## src/rtl/switch_pkg.sv

```systemverilog
// Shared types for the pipelined bitwise switch: op encoding and accumulator FSM states.
package switch_pkg;

    localparam int OP_W = 3;

    typedef enum logic [OP_W-1:0] {
        OP_XOR  = 3'd0,
        OP_XNOR = 3'd1,
        OP_AND  = 3'd2,
        OP_OR   = 3'd3,
        OP_ACC  = 3'd4
    } op_e;

    typedef enum logic {
        IDLE  = 1'b0,
        ACCUM = 1'b1
    } acc_state_e;

endpackage

```

## src/rtl/switch_skid.sv

```systemverilog
// Output register plus one-entry skid buffer; o_ready is the inverse of the skid-full flop.
// Handshake: a beat moves on a side when its valid and ready are both high at posedge clk.
module switch_skid #(
    parameter int PW = 9
) (
    input  logic          clk,
    input  logic          rst_n,
    input  logic          i_push,
    input  logic [PW-1:0] i_data,
    output logic          o_ready,
    output logic          o_valid,
    input  logic          i_ready,
    output logic [PW-1:0] o_data
);

    logic          r_out_valid;
    logic [PW-1:0] r_out_data;
    logic          r_skid_valid;
    logic [PW-1:0] r_skid_data;
    logic          w_out_free;

    assign w_out_free = !r_out_valid || i_ready;

    always_ff @(posedge clk or negedge rst_n) begin
        if (!rst_n) begin
            r_out_valid  <= 1'b0;
            r_out_data   <= '0;
            r_skid_valid <= 1'b0;
            r_skid_data  <= '0;
        end else if (w_out_free) begin
            if (r_skid_valid) begin
                // Skid is older than any new beat, so it moves up first.
                r_out_valid <= 1'b1;
                r_out_data  <= r_skid_data;
                if (i_push) begin
                    r_skid_data <= i_data;
                end else begin
                    r_skid_valid <= 1'b0;
                end
            end else if (i_push) begin
                r_out_valid <= 1'b1;
                r_out_data  <= i_data;
            end else begin
                r_out_valid <= 1'b0;
            end
        end else if (i_push) begin
            r_skid_valid <= 1'b1;
            r_skid_data  <= i_data;
        end
    end

    assign o_ready = !r_skid_valid;
    assign o_valid = r_out_valid;
    assign o_data  = r_out_data;

endmodule

```

## src/rtl/switch_pipe.sv

```systemverilog
// Pipelined bitwise switch: op decode, XOR-accumulate FSM, saturating beat counter, sticky error.
// Handshake: a beat moves on a side when its valid and ready are both high at posedge clk.
module switch_pipe
    import switch_pkg::*;
#(
    parameter int WIDTH = 8,
    parameter int CNT_W = 16
) (
    input  logic             clk,
    input  logic             rst_n,
    input  logic             in_valid,
    output logic             in_ready,
    input  logic [WIDTH-1:0] in_a,
    input  logic [WIDTH-1:0] in_b,
    input  logic [OP_W-1:0]  in_op,
    input  logic             in_last,
    output logic             out_valid,
    input  logic             out_ready,
    output logic [WIDTH-1:0] out_f,
    output logic             out_parity,
    output logic [CNT_W-1:0] beat_cnt,
    output logic             err,
    output logic             dbg_state
);

    acc_state_e       r_state;
    acc_state_e       w_state_nxt;
    logic [WIDTH-1:0] r_acc;
    logic [WIDTH-1:0] w_acc_nxt;
    logic [CNT_W-1:0] r_cnt;
    logic             r_err;
    logic             w_accept;
    logic             w_emit;
    logic             w_set_err;
    logic [WIDTH-1:0] w_x;
    logic [WIDTH-1:0] w_result;
    logic [WIDTH:0]   w_out_data;
    op_e              w_op;

    assign w_op     = op_e'(in_op);
    assign w_x      = in_a ^ in_b;
    assign w_accept = in_valid && in_ready;

    always_comb begin
        w_state_nxt = r_state;
        w_acc_nxt   = r_acc;
        w_emit      = 1'b0;
        w_set_err   = 1'b0;
        w_result    = w_x;
        if (w_accept) begin
            if (w_op == OP_ACC) begin
                if (in_last) begin
                    w_emit      = 1'b1;
                    w_result    = (r_state == ACCUM) ? (r_acc ^ w_x) : w_x;
                    w_acc_nxt   = '0;
                    w_state_nxt = IDLE;
                end else begin
                    w_acc_nxt   = (r_state == ACCUM) ? (r_acc ^ w_x) : w_x;
                    w_state_nxt = ACCUM;
                end
            end else begin
                w_emit = 1'b1;
                case (w_op)
                    OP_XNOR: w_result = ~w_x;
                    OP_AND:  w_result = in_a & in_b;
                    OP_OR:   w_result = in_a | in_b;
                    OP_XOR:  w_result = w_x;
                    default: begin
                        w_result  = w_x;
                        w_set_err = 1'b1;
                    end
                endcase
                // A non-ACC beat during accumulation aborts it but is still processed.
                if (r_state == ACCUM) begin
                    w_set_err   = 1'b1;
                    w_acc_nxt   = '0;
                    w_state_nxt = IDLE;
                end
            end
        end
    end

    always_ff @(posedge clk or negedge rst_n) begin
        if (!rst_n) begin
            r_state <= IDLE;
            r_acc   <= '0;
            r_cnt   <= '0;
            r_err   <= 1'b0;
        end else begin
            r_state <= w_state_nxt;
            r_acc   <= w_acc_nxt;
            if (w_accept && (r_cnt != {CNT_W{1'b1}})) begin
                r_cnt <= r_cnt + 1'b1;
            end
            if (w_set_err) begin
                r_err <= 1'b1;
            end
        end
    end

    switch_skid #(.PW(WIDTH + 1)) u_skid (
        .clk     (clk),
        .rst_n   (rst_n),
        .i_push  (w_emit),
        .i_data  ({^w_result, w_result}),
        .o_ready (in_ready),
        .o_valid (out_valid),
        .i_ready (out_ready),
        .o_data  (w_out_data)
    );

    assign out_f      = w_out_data[WIDTH-1:0];
    assign out_parity = w_out_data[WIDTH];
    assign beat_cnt   = r_cnt;
    assign err        = r_err;
    assign dbg_state  = r_state;

endmodule

```

## config.mk

```make
export PLATFORM = sky130hd
export DESIGN_NAME = switch_pipe
export DESIGN_NICKNAME = d
export VERILOG_FILES = /design/src/rtl/switch_pkg.sv /design/src/rtl/switch_skid.sv /design/src/rtl/switch_pipe.sv
export SDC_FILE = /design/constraint.sdc
export NUM_CORES = 1
export LEC_CHECK = 0
export CAP_MARGIN = 10
export CORE_MARGIN = 5
export CORE_UTILIZATION = 55
export CTS_BUF_LIST = sky130_fd_sc_hd__clkbuf_4
export DETAILED_ROUTE_END_ITERATION = 10
export GPL_ROUTABILITY_DRIVEN = 0
export PLACE_DENSITY_LB_ADDON = 0.05
export SLEW_MARGIN = 20
export SYNTH_ARGS = -nofsm -noshare
export SYNTH_HDL_FRONTEND = slang
export SYNTH_SLANG_ARGS = --single-unit
```

## constraint.sdc

```tcl
create_clock -name clk -period 2.4 [get_ports clk]
set_input_delay 0.24 -clock clk [delete_from_list [all_inputs] [get_ports clk]]
set_output_delay 0.24 -clock clk [all_outputs]
set_load 0.01 [all_outputs]
```

Yosys cells after proc, flatten, opt, wreduce, memory -nomap -nowiden
Cells that the tools add are included.
Widths: inputs -> output; s select.
Storage, ports and cells
  register bits after elaboration: 46
  input bits: 24
  output and inout bits: 29
Operators by class
  add/subtract/negate cells: 1
  equality and inequality tests: 6
  mux-type cells: 27
  bitwise operators: 5
  reductions and logical operators: 13
Operators by type and width (number)
  $mux 8: 7
  $mux 9: 5
  $pmux 8 s3: 1
  $add 16x1->16 const B: 1
  $ne 16x16->1 const B: 1
  $xor 8x8->8: 2
  $mux 1: 14
  $and 8x8->8: 1
  $not 8->8: 1
  $or 8x8->8: 1
  $reduce_xor 8->1: 1
  $eq 3x2->1 const B: 2
  $reduce_bool 2->1: 3
  $reduce_and 2->1: 2
  $reduce_or 4->1: 1
  $eq 3x1->1 const B: 1
  $eq 3x3->1 const B: 1
  $logic_not 3->1: 1
  $logic_and 1x1->1: 2
  $logic_not 1->1: 2
  $ne 2x1->1 const B: 1
  $logic_or 1x1->1: 1

Longest topological paths before layout
Gate-level depths: netlist of run 1.
  depth after elaboration: 10
  gate-level depth with buffers: 10
  depth with buffers taken out: 10

Modules after synthesis
Synthesis of run 1 repeated with hierarchy kept, for this count alone.
Unflattened totals
  cell total of the unflattened synthesis: 291
  area total of the unflattened synthesis: 3027.9 um2
By module, submodules not included
  switch_pipe: times used 1, cells each 236, area each 2153.3 um2
  switch_skid: times used 1, cells each 55, area each 874.6 um2

Worst setup path after synthesis of run 1
OpenSTA, ideal clock, no wires.
  path kind: reg-to-reg
  start: register r_cnt[5] (netlist: beat_cnt[5])
  end: register r_cnt[13] (netlist: beat_cnt[13])
  data arrival time: 2036 ps
  required time: 2274 ps
  path slack: 238 ps
  stages on the path, launching flop included: 9
  period minus slack after synthesis: 2162 ps
  path through: dfrtp_1 -> nand3_1 -> nor2_1 -> and3_1 -> nand2_1 -> nor3_1 -> nor4b_1 -> nand4_1 -> xnor2_1
On the way
  longest elaborated chain between the ends: 2
  elaborated cells between the ends (all ways): 3
  those cells by class: add/sub (1); eq/ne (1); reduce/logical (1)
RTL lines
  start: declaration: line switch_pipe.sv:30  | logic [CNT_W-1:0] r_cnt;
  start signal: assignment: line switch_pipe.sv:93  | r_cnt <= r_cnt + 1'b1;
  parallel branches: the longest is 2 deep, another holds $add 16x1->16
Parallel ways; which one is timed is not known.
A chain may end at the register's enable or synchronous reset.

Worst setup path after layout of run 1
  start: input in_op[0]
  end: register u_skid.r_out_data[8] (netlist: u_skid.o_data[8])
On the way
  longest elaborated chain between the ends: 7
  elaborated cells between the ends (all ways): 14
  those cells by class: eq/ne (4); mux (7); reduce/logical (3)
RTL lines
  start: declaration: line switch_pipe.sv:15  | input logic [OP_W-1:0] in_op,
  $eq 3x2->1 / $eq 3x1->1 (equally long branches): line switch_pipe.sv:63  | case (w_op)
  $pmux 8 s3: line switch_pipe.sv:63
  $mux 8: line switch_pipe.sv:51  | if (w_op == OP_ACC) begin
  $mux 8: line switch_pipe.sv:50  | if (w_accept) begin
  $reduce_xor 8->1: line switch_pipe.sv:105  | .i_data ({^w_result, w_result}),
  $mux 9: line switch_skid.sv:40  | end else if (i_push) begin
  $mux 9: line switch_skid.sv:31  | if (r_skid_valid) begin
  end signal: assignment: line switch_skid.sv:34  | r_out_data <= r_skid_data;
  end signal: assignment: line switch_skid.sv:42  | r_out_data <= i_data;
  end: declaration: line switch_skid.sv:17  | logic [PW-1:0] r_out_data;
Several ways; a longest one is shown, not always the timed one. The select of a mux whose other input is x is not followed.

==> results of run 1 <==
## cell usage after synthesis (2+ instances only)
library cell	count
a21boi_0	3
a21oi_1	18
a22oi_1	2
a2bb2oi_1	3
and2_4	2
and3_1	3
and3b_1	2
buf_2	3
buf_6	5
clkbuf_1	8
dfrtp_1	46
ha_1	17
inv_1	23
mux2_2	6
mux2_4	2
mux2i_1	15
nand2_1	44
nand2b_1	7
nand3_1	9
nand3_2	2
nand4_1	3
nor2_1	15
nor2b_1	5
nor3_1	4
o2111ai_1	2
o211ai_1	3
o21ai_0	31
o21ai_1	2
o221a_2	2
o221ai_1	2
o31ai_1	3
xnor2_1	15
xor2_1	8
## power by group
group	internal, mW	total (mW)	switching (mW)
clock	0.114	0.367	0.253
sequential	0.937	1.07	0.134
combinational	0.547	0.983	0.436
## cell families (layout without fill, tap and decap cells)
family	after synthesis	count (layout)	share of synthesized area, %
xor gates and xnor gates	23	23	6.45
DFF	46	46	36.8
adders and majority gates	18	18	7.13
and+or+nand+nor	102	102	16.5
muxes	24	24	8.29
AOI/OAI and AO/OA	82	82	18.4
buffers and inverters	41	151	6.36
## layout make-up
class / count / area, um^2 / area share [%]
timing repair buffer: 119 / 1030 / 24.5
sequential: 46 / 1150 / 27.4
tap: 72 / 90.1 / 2.15
clock buffer: 5 / 37.5 / 0.895
multi-input combinational: 249 / 1780 / 42.3
inverter: 24 / 90.1 / 2.15
clock inverter: 3 / 21.3 / 0.507
## critical path: cells and delay by family
| kind | cells | cell delay [ps] |
|---|---|---|
| compound gates | 4 | 760 |
| xor+xnor | 3 | 450 |
| simple gates | 1 | 300 |
| buf+inv | 3 | 820 |
## worst max path at each step
stage | from | endpoint | slack, ps | cells past startpoint
detailed placement | in_op[1] | u_skid.o_data[8] | -390 | 10
CTS | in_op[1] | u_skid.o_data[8] | 30 | 10
floorplan | beat_cnt[5] | beat_cnt[13] | 240 | 8
global placement | in_op[1] | u_skid.o_data[8] | -270 | 10
finish | in_op[0] | u_skid.o_data[8] | 90 | 11
global route | in_op[0] | u_skid.o_data[8] | -0.2 | 11
## registers in the layout (all words and copies together), names as in the netlist
register	flops
beat_cnt	16
dbg_state	1
err	1
r_acc	8
u_skid.o_data	9
u_skid.o_valid	1
u_skid.r_skid_data	9
u_skid.r_skid_valid	1
## metrics by stage
stage / area, um^2 / power [mW] / setup TNS (ps)
2_1_floorplan: 3130 / 1.58 / 0
3_3_place_gp: 4110 / 2.04 / -468
3_5_place_dp: 4110 / 2.07 / -778
4_1_cts: 4180 / 2.44 / 0
5_1_grt: 4200 / 2.59 / -0.219
6_report: 4200 / 2.42 / 0
## routing by layer
metal  up-vias  track usage (%)  wire length (um)
met2        59             36.0              3640
met3        12             4.37               338
met1      1311             26.4              3360
met5         -                0                 0
met4         0             5.47               146
li1       1392                -                 -
## cells in the final DEF (no fill, tap or decap), types with 3 or more instances in the layout
cell type         n
nor2b_1           5
nand3_1           9
nor3_1            4
nand2b_1          7
xnor2_1          15
clkbuf_4          5
a2bb2oi_1         3
a21oi_1          18
mux2i_1          15
nor2_1           15
buf_4            65
nand2_1          44
ha_1             17
clkdlybuf4s50_1  49
xor2_1            8
o31ai_1           3
inv_1            23
mux2_2            6
dfrtp_1          46
and3_1            3
o211ai_1          3
a21boi_0          3
nand4_1           3
o21ai_0          31
## what timing repair did
action	CTS	global route
setup endpoints to repair	1	1
setup buffers	0	1
resized for setup	1	2
pin swaps	0	1
endpoints found under the hold margin	27	0
hold buffers	1	0
==> reports/qor.csv, run 1 <==
stage,metric,value,unit
status,status,completed,
layout,layout cells sized above 1,22.0,%
cts,clock slew at reported path FFs,140,ps
sta,pins over their slew limit,0,
critical_path,critical path type,in2reg,
layout,Ant. Diodes,0,
sta,worst setup margin,85.2,ps
logic_synthesis,syn nets,377,
layout,Final #Nets,486,
global_routing,first-pass GRT wire length,12400,um
layout,post-layout util,76.2,%
global_routing,vias in the first global route,2714,
logic_synthesis,Synth Register Bits,46,
layout,fillers,407,
cts,clock latency on the worst-skew pair,350,ps
logic_synthesis,syn avg cell area,9.30,um^2
critical_path,R2R setup slack,240,ps
sta,"Period Utilization, post-route",96.5,%
layout,Synth-to-Final Area Change,34.2,%
hold_path,Hold Path Class,in2async,
route,routed wire length,7490,um
critical_path,Critical R2R Capture,u_skid.o_data[8],
pwr,power per cell area,577,nW/um^2
logic_synthesis,Syn Std Cell Area,3130,um^2
route,Final ANT Viol Nets,0,
sta,Final setup viols,0,
critical_path,Crit-path slowest cell,clkdlybuf4s50_1,
floorplan,CORE AREA,5510,um^2
run,max-cap viol count,0,
floorplan,Die Span Y,85.4,um
placed_design,# placed instances,508,
sta,Slew HR,56.9,%
cts,Root Driver,clkbuf_4,
global_routing,gr usage total,20.8,%
logic_synthesis,Area contributors post-synth,"dfrtp_1 37%, ha_1 6.8%, nand2_1 5.3%",
sta,clk_skew,13.8,ps
critical_path,"slowest stage delay, CP",450,ps
sta,FMAX,432,MHz
global_routing,largest net degree at the start of global routing,30,
floorplan,num rows,27,
cts,clk sink count,46,
critical_path,crit-path most repeated cell,xnor2_1,
critical_path,CP Max Fanout,5,
floorplan,Die ar.,7290,um^2
layout,Final Non-Filler Cells,518,
critical_path,Reg2Reg Depth,9,
logic_synthesis,part of the Yosys area used for sequential elements,36.8,%
critical_path,crit end category,flip-flop,
route,drt first-iter violations,156,
cts,H-tree Lvls,2,
placed_design,detailed placement HPWL,5990,um
logic_synthesis,Post-synth EDFFs,0,
cts,maximum clock insertion buffer count,2,
pwr,Pleak,1.95,nW
sta,Final min period,2310,ps
global_routing,total gr overflow,0,
logic_synthesis,most common flop cell mapped by yosys,dfrtp_1,
sta,Slew @ Worst Pin,646,ps
route,via count,2774,
route,Via density,5.36,
cts,TritonCTS Buffers,5,
pwr,Peak VDD IR,0.000816,V
critical_path,FF-to-FF Start,u_skid.r_skid_valid,
global_routing,initial antenna violation count,0,
placed_design,Setup WS pre-CTS,-386,ps
cts,TritonCTS clock tree,done,
floorplan,die width,85.4,um
route,first drt pass iteration count,4,
placed_design,Buffers on Ports,52,
sta,hold_ws,431,ps
critical_path,"Critical Path, Cell by Cell",clkdlybuf4s50_1 -> buf_4 -> nor3b_4 -> buf_4 -> a21boi_0 -> o21ai_0 -> o311ai_4 -> xnor2_1 -> xnor2_1 -> xnor2_1 -> o311ai_1,
floorplan,Initial Util,56.8,%
logic_synthesis,"FFs w/ async S/R, synth",100,%
logic_synthesis,area share of the largest cell type after synthesis,36.8,%
critical_path,Crit path required time,2660,ps
logic_synthesis,Synth Instances,336,
logic_synthesis,Synth cell types,54,
logic_synthesis,synth warn,0,
floorplan,top-level port count,53,
route,# DRC,0,
critical_path,critical path launch point type,input pin,
critical_path,Worst EP arrival,2570,ps
logic_synthesis,Yosys top cell by area,dfrtp_1,
sta,"Hold Vio Cnt, Final",0,
route,WL per Instance,14.5,um
(Power assumes the default switching activity.)
==> inputs of run 2 (changes only) <==
--- a/config.mk
+++ b/config.mk
@@ -10,7 +10,6 @@
 export CORE_UTILIZATION = 55
 export CTS_BUF_LIST = sky130_fd_sc_hd__clkbuf_4
 export DETAILED_ROUTE_END_ITERATION = 10
-export GPL_ROUTABILITY_DRIVEN = 0
 export PLACE_DENSITY_LB_ADDON = 0.05
 export SLEW_MARGIN = 20
 export SYNTH_ARGS = -nofsm -noshare
==> results of run 2 <==
The final DEF is identical to that of run 1; final timing and power are the same.
==> inputs of run 3 (changes only) <==
--- a/config.mk
+++ b/config.mk
@@ -6,6 +6,7 @@
 export NUM_CORES = 1
 export LEC_CHECK = 0
 export CAP_MARGIN = 10
+export CORE_ASPECT_RATIO = 1.75
 export CORE_MARGIN = 5
 export CORE_UTILIZATION = 55
 export CTS_BUF_LIST = sky130_fd_sc_hd__clkbuf_4
==> reports/qor.csv, run 3 (synthesis gave the netlist of run 1 again) <==
stage,metric,value,unit,change
sta,"Period Utilization, post-route",95.1,%,was 96.5%
floorplan,Die ar.,7350,um^2,was 7290 um^2
layout,Final Non-Filler Cells,514,,was 518
cts,TritonCTS Buffers,5,,unchanged
critical_path,Crit path required time,2670,ps,was 2660 ps
sta,Final TNS setup,0,ps,unchanged
floorplan,Die Span Y,110,um,was 85.4 um
route,# DRC,0,,unchanged
global_routing,vias in the first global route,2857,,was 2714
global_routing,total gr overflow,0,,unchanged
pwr,Peak VDD IR,0.000501,V,was 0.000816 V
route,Final ANT Viol Nets,0,,unchanged
critical_path,critical path launch point type,input pin,,unchanged
cts,clock latency on the worst-skew pair,380,ps,was 350 ps
pwr,Clock power frac,19.3,%,was 15.2%
floorplan,die width,67.0,um,was 85.4 um
status,status,completed,,unchanged
cts,Root Driver,clkbuf_4,,unchanged
route,drt first-iter violations,93,,was 156
pwr,combinational group share of total power,38.5,%,was 40.6%
pwr,Switch Pwr,0.814,mW,was 0.823 mW
placed_design,# placed instances,504,,was 508
global_routing,GR peak layer,met2,,unchanged
placed_design,detailed placement HPWL,6170,um,was 5990 um
sta,FMAX,438,MHz,was 432 MHz
floorplan,num rows,36,,was 27
floorplan,CORE AREA,5540,um^2,was 5510 um^2
sta,Final min period,2280,ps,was 2310 ps
layout,Final #Nets,478,,was 486
sta,Slew @ Worst Pin,595,ps,was 646 ps
placed_design,Post-DP Area,4060,um^2,was 4110 um^2
global_routing,largest net degree at the start of global routing,47,,was 30
route,via count,2788,,was 2774
critical_path,CP Max Fanout,9,,was 5
global_routing,gr usage total,23.3,%,was 20.8%
pwr,power per cell area,605,nW/um^2,was 577 nW/um^2
sta,Slew HR,60.3,%,was 56.9%
layout,most frequent cells in the layout,"56 x buf_4, 51 x clkdlybuf4s50_1, 46 x dfrtp_1",,"was 65 x buf_4, 49 x clkdlybuf4s50_1, 46 x dfrtp_1"
placed_design,GP Congestion,0.828,,was 0.850
global_routing,initial antenna violation count,0,,unchanged
layout,post-route cell area,4170,um^2,was 4200 um^2
critical_path,crit end category,flip-flop,,unchanged
sta,Final setup viols,0,,unchanged
global_routing,met1 capacity usage during global routing,22.4,%,was 26.4%
cts,clock slew at reported path FFs,140,ps,about the same
pwr,Reg power frac,42.2,%,was 44.2%
critical_path,Worst EP arrival,2550,ps,was 2570 ps
pwr,Final Total Pwr,2.53,mW,was 2.42 mW
cts,TritonCTS clock tree,done,,unchanged
route,WL per Instance,15.0,um,was 14.5 um
pwr,Pint,1.71,mW,was 1.60 mW
cts,clk sink count,46,,unchanged
placed_design,Buffers on Ports,52,,unchanged
layout,"most common cell after layout, fill and taps aside",buf_4,,unchanged
route,routed wire length,7730,um,was 7490 um
cts,maximum clock insertion buffer count,2,,unchanged
layout,layout cells sized above 1,21.2,%,was 22.0%
run,max-cap viol count,0,,unchanged
global_routing,met3 GRT Util,4.09,%,was 4.37%
sta,clk_skew,17.6,ps,was 13.8 ps
cts,H-tree Lvls,2,,unchanged
sta,hold_ws,475,ps,was 431 ps
critical_path,critical path type,in2reg,,unchanged
floorplan,Initial Util,56.4,%,was 56.8%
layout,Synth-to-Final Area Change,33.5,%,was 34.2%
route,Via density,5.42,,was 5.36
sta,"Hold Vio Cnt, Final",0,,unchanged
global_routing,first-pass GRT wire length,12900,um,was 12400 um
pwr,Sw Ratio,32.2,%,was 34.0%
layout,Ant. Diodes,0,,unchanged
global_routing,met2 usage,44.8,%,was 36.0%
sta,pins over their slew limit,0,,unchanged
hold_path,Hold Path Class,in2async,,unchanged
floorplan,top-level port count,53,,unchanged
route,first drt pass iteration count,5,,was 4
pwr,Pleak,1.90,nW,was 1.95 nW
layout,max reg flops,16,,unchanged
## run 3: cell count changes in the layout (fill, tap and decap cells not counted)
cell | before | now
or4b_1 | 1 | 0
buf_6 | 1 | 2
bufinv_16 | 0 | 1
clkinv_4 | 1 | 0
clkbuf_4 | 5 | 6
nor2b_2 | 0 | 1
clkdlybuf4s50_1 | 49 | 51
nor2b_1 | 5 | 4
dlymetal6s2s_1 | 2 | 0
clkinv_2 | 1 | 0
or4b_4 | 0 | 1
buf_4 | 65 | 56
nor3_1 | 4 | 3
nor3_2 | 0 | 1
## run 3: repair_timing
item / 4_1_cts / 5_1_grt
hold endpoints to repair: 46 / 0
gates resized for setup: 0 / 5
hold buffers: 1 / 0
buffers inserted: 0 / 1
setup endpoints to repair: 0 / 2
## run 3: power groups by stage
| stage | Sequential [mW] | Combinational [mW] | Clock (mW) |
|---|---|---|---|
| 2_1_floorplan | 1.11 | 0.468 | 0 |
| 3_3_place_gp | 1.07 | 0.949 | 0 |
| 3_5_place_dp | 1.08 | 0.976 | 0 |
| 4_1_cts | 1.07 | 0.981 | 0.504 |
| 5_1_grt | 1.09 | 1.07 | 0.530 |
| 6_report | 1.07 | 0.973 | 0.487 |
## run 3: critical path, cell delays in order
cell and delay (ps):
clkdlybuf4s50_1 550, buf_4 190, nor2b_1 70, and3b_1 160
a311o_1 360, o221ai_4 220, xor2_1 200, xnor2_1 150
xnor2_1 110, o311ai_1 280
## run 3: worst paths after layout
check,from,to,slack [ps],depth (start not counted)
max,in_op[2],u_skid.o_data[8],120,10
min,rst_n,u_skid.r_skid_data[0],470,3
max reg2reg,u_skid.r_skid_valid,u_skid.o_data[8],240,9
min reg2reg,u_skid.o_data[7],u_skid.o_data[7],490,2
max in group asynchronous,rst_n,u_skid.o_valid,1530,3
min in group clk,u_skid.o_data[7],u_skid.o_data[7],490,2
## run 3: area by class of cell
type                    count  area (um^2)
fillers                   451         1370
well taps                  76         95.1
clock inverters             2         37.5
flip-flops and latches     46         1150
clock buffers               6         45.0
repair buffers            111          968
inverters                  24         90.1
multi-input cells         249         1790
## run 3: per-layer routing
metal  vias up  routed length (um)
met5         -                   0
met4         0                 370
met3        23                 319
met2        74                4280
met1      1318                2760
li1       1373                   -
## run 3: metrics by stage
stage | setup WS [ps] | util [%]
global route | -1.07 | 75.3
finish | 117 | 75.3
floorplan | 238 | -
CTS | 97.2 | 74.9
global placement | -229 | 73.2
detailed placement | -288 | 73.2
